===== src/rtl/fifo_rd_packer.sv =====
// fifo_rd_packer: read-side consumer of an async FIFO, living in the RCLK domain.
// Pops WIDTH-bit entries and packs LANES consecutive entries into one wide word,
// lane 0 in the low bits. Each word is offered on a valid/ready output. FLUSH emits
// a partially filled word with its valid-lane count.
//
// Ports:
//   RCLK       read-domain clock, posedge
//   RRST       asynchronous active-high reset
//   REMPTY     FIFO empty flag
//   RDATA      FIFO head entry, valid while REMPTY=0
//   RINC       FIFO pop strobe (combinational)
//   FLUSH      request to emit the current partial word
//   OUT_DATA   packed output word
//   OUT_COUNT  number of valid lanes in OUT_DATA
//   OUT_VALID  output word valid
//   OUT_READY  downstream accepts on OUT_VALID & OUT_READY
module fifo_rd_packer #(
  parameter int unsigned WIDTH = 8,
  parameter int unsigned LANES = 4
) (
  input  logic                         RCLK,
  input  logic                         RRST,
  input  logic                         REMPTY,
  input  logic [WIDTH-1:0]             RDATA,
  output logic                         RINC,
  input  logic                         FLUSH,
  output logic [WIDTH*LANES-1:0]       OUT_DATA,
  output logic [$clog2(LANES+1)-1:0]   OUT_COUNT,
  output logic                         OUT_VALID,
  input  logic                         OUT_READY
);

  localparam int unsigned IdxW = $clog2(LANES);
  localparam int unsigned CntW = $clog2(LANES + 1);
  localparam logic [IdxW-1:0] LastIdx = IdxW'(LANES - 1);

  logic [LANES-1:0][WIDTH-1:0] acc_q, acc_d, acc_wr;
  logic [IdxW-1:0]             idx_q, idx_d;
  logic                        fp_q, fp_d;
  logic [WIDTH*LANES-1:0]      out_data_q, out_data_d;
  logic [CntW-1:0]             out_count_q, out_count_d;
  logic                        out_valid_q, out_valid_d;

  logic out_free;
  logic last_lane;
  logic pop;

  // The output register can take a new word this edge if it is empty or draining.
  assign out_free  = ~out_valid_q | OUT_READY;
  assign last_lane = (idx_q == LastIdx);

  // Only the last lane needs a free output register; earlier lanes land in ACC.
  // RRST gating keeps the strobe low for the whole reset interval.
  assign pop  = ~RRST & ~REMPTY & ~fp_q & ~(last_lane & ~out_free);
  assign RINC = pop;

  always_comb begin
    // Accumulator with the current FIFO head dropped into lane IDX.
    acc_wr        = acc_q;
    acc_wr[idx_q] = RDATA;

    acc_d       = acc_q;
    idx_d       = idx_q;
    fp_d        = fp_q;
    out_data_d  = out_data_q;
    out_count_d = out_count_q;
    out_valid_d = out_valid_q;

    if (out_valid_q && OUT_READY) begin
      out_valid_d = 1'b0;
    end

    if (fp_q) begin
      // Pops are blocked while a flush is pending, so IDX is nonzero here.
      if (out_free) begin
        out_data_d  = acc_q;
        out_count_d = CntW'(idx_q);
        out_valid_d = 1'b1;
        acc_d       = '0;
        idx_d       = '0;
        fp_d        = 1'b0;
      end
    end else if (pop) begin
      if (last_lane) begin
        // Completing byte wins over a coincident FLUSH: a normal full word.
        out_data_d  = acc_wr;
        out_count_d = CntW'(LANES);
        out_valid_d = 1'b1;
        acc_d       = '0;
        idx_d       = '0;
      end else begin
        acc_d = acc_wr;
        idx_d = idx_q + 1'b1;
        fp_d  = FLUSH;
      end
    end else if (FLUSH && (idx_q != '0)) begin
      fp_d = 1'b1;
    end
  end

  always_ff @(posedge RCLK or posedge RRST) begin
    if (RRST) begin
      acc_q       <= '0;
      idx_q       <= '0;
      fp_q        <= 1'b0;
      out_data_q  <= '0;
      out_count_q <= '0;
      out_valid_q <= 1'b0;
    end else begin
      acc_q       <= acc_d;
      idx_q       <= idx_d;
      fp_q        <= fp_d;
      out_data_q  <= out_data_d;
      out_count_q <= out_count_d;
      out_valid_q <= out_valid_d;
    end
  end

  assign OUT_DATA  = out_data_q;
  assign OUT_COUNT = out_count_q;
  assign OUT_VALID = out_valid_q;

endmodule

===== config.mk =====
export PLATFORM = sky130hd
export DESIGN_NAME = fifo_rd_packer
export DESIGN_NICKNAME = d
export VERILOG_FILES = /design/src/rtl/fifo_rd_packer.sv
export SDC_FILE = /design/constraint.sdc
export NUM_CORES = 1
export LEC_CHECK = 0
export ABC_AREA = 1
export CAP_MARGIN = 10
export CORE_MARGIN = 5
export CORE_UTILIZATION = 55
export CTS_CLUSTER_SIZE = 12
export DETAILED_ROUTE_END_ITERATION = 16
export PLACE_DENSITY = 0.9
export SKIP_LAST_GASP = 1
export SYNTH_ARGS = -nofsm -noshare
export SYNTH_HDL_FRONTEND = slang
export SYNTH_SLANG_ARGS = --single-unit

===== constraint.sdc =====
create_clock -name RCLK -period 2.65 [get_ports RCLK]
set_clock_uncertainty 0.15 [all_clocks]
set_input_delay 0.3975 -clock RCLK [delete_from_list [all_inputs] [get_ports RCLK]]
set_output_delay 0.3975 -clock RCLK [all_outputs]
set_load 0.01 [all_outputs]

==> run_results.csv <==
group,metric,value,unit
worst_setup_path,timing.critical_path.to,"RINC",
grt,grt_pass1_wl,16100,µm
final_layout,layout.core_utilization,67.6,%
grt,first_global_vias,3521,
worst_setup_path,worst_r2r_endpoint,"acc_q[18]$_DFFE_PP0P_",
final_layout,area_growth_syn_to_layout,19.5,%
timing,max_clock_freq,392,MHz
routing,drt-initial-drc-count,294,
worst_setup_path,setup.worst_path.start_class,"flop",
final_layout,design.final.nets,603,
clock_network,tritoncts,"yes",
floorplanning,placement_rows,30,
final_layout,multiInputGateArea,1690,µm²
worst_setup_path,timing_worst_setup_path_type,"reg2out",
routing,route.met2.wl,4620,µm
logic_synthesis,postSynth.topFlopCell,"sky130_fd_sc_hd__dfrtp_1",
worst_setup_path,rrSetupSlack,0.69,ns
job,timing.max_cap.violations,0,
timing,final_period_minus_worst_setup_slack,2.55,ns
power_and_ir_drop,seqPwrFrac,30.5,%
routing,route.detailed.wl_per_inst,14.0,µm
clock_network,tritoncts.num_buffers,9,
routing,post_route_met1_wirelength,3930,µm
grt,grt_use_total,23.2,%
logic_synthesis,cells_after_synthesis,546,
power_and_ir_drop,power_frac_comb,54.1,%
timing,timing_hold_violations_final,0,
logic_synthesis,ys_ff_latch,71,
routing,firstDrtPassIters,5,
floorplanning,start_util,56.6,%
clock_network,clk-insertion-delay-late,0.35,ns
logic_synthesis,postSynthAreaPerCell,7.04,µm²
logic_synthesis,synth.lib_cells_used.distinct,20,
final_layout,drive_above_1_share,5.25,%
worst_setup_path,timing.reg2reg.worst_path_depth,7,
final_layout,layout.area.seq,1780,µm²
clock_network,cts_hold_buffers,0,
power_and_ir_drop,p_leak,2.50,nW
routing,routed-via-count,3665,
worst_setup_path,path_max_fanout,6,
routing,ant_nets,0,
worst_setup_path,worst-endpoint-required,2.10,ns
clock_network,cts_setup_buffers,0,
timing,timing.final.setup_violations,0,
power_and_ir_drop,power_switching_share,45.2,%
power_and_ir_drop,netSwitchingPower,2.55,mW
worst_setup_path,crit_path_start,"idx_q[0]$_DFFE_PP0P_",
routing,met3_routed_wirelength,800,µm
clock_network,clock_sinks,71,
place,post-place-cells,670,
worst_setup_path,regToRegStartpoint,"fp_q$_DFF_PP0_",
final_layout,fillerInstances,549,
logic_synthesis,syn-cell-area,3840,µm²
routing,final_wirelength,9570,µm
power_and_ir_drop,ir_worst_vdd,490,µV
place,placement.setup.worst_slack,0.205,ns
timing,worstMarginPinSlew,0.377,ns
logic_synthesis,mappedNetlistNets,564,
place,hpwlAfterDp,6360,µm
worst_setup_path,setup.worst_path.end_class,"output pin",
clock_network,cts-root-buf,"sky130_fd_sc_hd__clkbuf_8",
clock_network,cts.clk_slew.worst_paths,0.08,ns
clock_network,clockBufferDepth,2,
timing,least_setup_slack_across_all_paths_after_layout,0.0963,ns
logic_synthesis,synth-edff-count,0,
logic_synthesis,yosysWarningCount,0,
timing,timing.setup.tns,0,ns
logic_synthesis,ys_seq_area_share,46.2,%
timing,final_max_slew_viol_count,0,
routing,detail_route.drc_violations,0,
clock_network,post_cts.resized_instances,0,
floorplanning,floorplan.die.height,93.6,µm
power_and_ir_drop,clockPowerShare,15.4,%
power_and_ir_drop,total_power,5.63,mW
routing,dr.max_layer_used,"met4",
floorplanning,total_i_o_pin_count,50,
logic_synthesis,share_of_synthesized_registers_carrying_an_async_set_or_reset,100,%
outcome,outcome,"complete, no violations",
grt,grt_antenna_before_repair,0,
floorplanning,die_width,93.6,µm
timing,max-slew-margin-rel,74.9,%
grt,global_route.overflow_total,0,
power_and_ir_drop,power_density,1230,nW/µm²
floorplanning,placeableCoreArea,6790,µm²
clock_network,h_tree_depth,3,
min_path,hold_path.class,"in2async",
timing,rsz_0062_raised_after_global_routing,"no",
final_layout,antennaDiodeCount,0,
place,port_buffers,49,
timing,timing.final.crit_share,96.4,%
power_and_ir_drop,p_int,3.09,mW
worst_setup_path,arrival,2.01,ns
floorplanning,design.die.area,8760,µm²
grt,grt_start_max_net_pins,60,
place,place.gp.congestion,0.852,
final_layout,final_cell_count_no_fill,686,
routing,routed_via_density,5.34,
-- critical path: stages (launching register included) --
cell and delay (ns):
sky130_fd_sc_hd__dfrtp_1 0.44, sky130_fd_sc_hd__ha_1 0.28, sky130_fd_sc_hd__nand3_1 0.15, sky130_fd_sc_hd__nand3_2 0.11
sky130_fd_sc_hd__inv_1 0.13, sky130_fd_sc_hd__clkdlybuf4s50_1 0.55
-- synth_stat cells, types with 2 or more instances --
master	count	area [µm²]
sky130_fd_sc_hd__dfrtp_1	71	1780
sky130_fd_sc_hd__buf_2	16	80.1
sky130_fd_sc_hd__a21boi_0	2	15.0
sky130_fd_sc_hd__nand2_1	215	807
sky130_fd_sc_hd__a21oi_1	5	25.0
sky130_fd_sc_hd__ha_1	5	62.6
sky130_fd_sc_hd__nand3_1	96	480
sky130_fd_sc_hd__nor2_1	29	109
sky130_fd_sc_hd__buf_4	7	52.6
sky130_fd_sc_hd__o21ai_0	22	110
sky130_fd_sc_hd__inv_1	55	206
sky130_fd_sc_hd__nand2_2	3	18.8
sky130_fd_sc_hd__o21ai_1	7	35.0
sky130_fd_sc_hd__clkbuf_1	7	26.3
-- flip-flops by register name, summed over array words and instances, names as in the netlist --
register / cells
fp_q: 1
OUT_VALID: 1
OUT_DATA: 32
acc_q: 32
OUT_COUNT: 3
idx_q: 2
-- layout make-up --
class	instances	share of cell area [%]
clock buffers	13	3.24
clock inverters	3	0.926
inverters	56	4.57
multi-input cells	387	36.7
flip-flops and latches	71	38.7
well taps	96	2.61
repair buffers	60	13.3
-- per-layer routing --
layer | vias up | global-route usage (%)
li1 | 1781 | -
met1 | 1684 | 29.8
met2 | 179 | 38.1
met3 | 21 | 4.42
met4 | 0 | 10.3
met5 | - | 0
-- power by group through the flow --
stage	sequential, mW	combinational [mW]	clock, mW
final	1.72	3.05	0.867
after global routing	1.77	3.43	0.921
after CTS	1.72	3.04	0.875
after detailed placement	1.74	3.01	0
after global placement	1.71	2.90	0
after floorplan	1.80	2.02	0
-- through the flow --
stage | hold slack, ns | instance area [µm²]
after detailed placement | 0.341 | 4400
final | 0.204 | 4600
after CTS | 0.213 | 4600
after global placement | 0.315 | 4400
after global routing | 0.261 | 4600
after floorplan | 0.322 | 3840
-- cell usage in the layout (no fill, tap or decap) --
cell,instances
sky130_fd_sc_hd__nand2_2,4
sky130_fd_sc_hd__nand3_1,96
sky130_fd_sc_hd__a21boi_0,2
sky130_fd_sc_hd__buf_12,3
sky130_fd_sc_hd__nand4_1,1
sky130_fd_sc_hd__bufinv_16,1
sky130_fd_sc_hd__clkinvlp_4,1
sky130_fd_sc_hd__nand3_2,1
sky130_fd_sc_hd__dfrtp_1,71
sky130_fd_sc_hd__buf_4,8
sky130_fd_sc_hd__ha_1,5
sky130_fd_sc_hd__nor3_1,1
sky130_fd_sc_hd__clkbuf_8,10
sky130_fd_sc_hd__clkdlybuf4s50_1,49
sky130_fd_sc_hd__nor2_1,29
sky130_fd_sc_hd__nand2_1,214
sky130_fd_sc_hd__inv_2,2
sky130_fd_sc_hd__inv_1,54
sky130_fd_sc_hd__clkinv_2,1
sky130_fd_sc_hd__clkbuf_1,3
sky130_fd_sc_hd__o21ai_1,7
sky130_fd_sc_hd__o21ai_0,22
sky130_fd_sc_hd__a21oi_1,5
-- kinds of logic (layout without fill, tap and decap cells) --
logic type               Yosys count  count (layout)  synth area share (%)
adder cells (fa/ha/maj)            5               5                  1.63
AO/OA/AOI/OAI                     36              36                  4.82
buffers and inverters             88             132                  9.99
AND/OR/NAND/NOR                  346             346                  37.4
flip-flops                        71              71                  46.2
-- worst min path at each step --
| stage | endpoint | cells after the start | slack (ns) |
|---|---|---|---|
| detailed placement | OUT_COUNT[2]$_DFFE_PP0P_ | 2 | 0.34 |
| floorplan | acc_q[24]$_DFFE_PP0P_ | 2 | 0.32 |
| global route | acc_q[18]$_DFFE_PP0P_ | 2 | 0.26 |
| global placement | OUT_COUNT[2]$_DFFE_PP0P_ | 2 | 0.31 |
| finish | OUT_DATA[24]$_DFFE_PP0P_ | 2 | 0.20 |
| CTS | OUT_DATA[31]$_DFFE_PP0P_ | 2 | 0.21 |
Note: power is estimated with default switching activity, not from simulation.
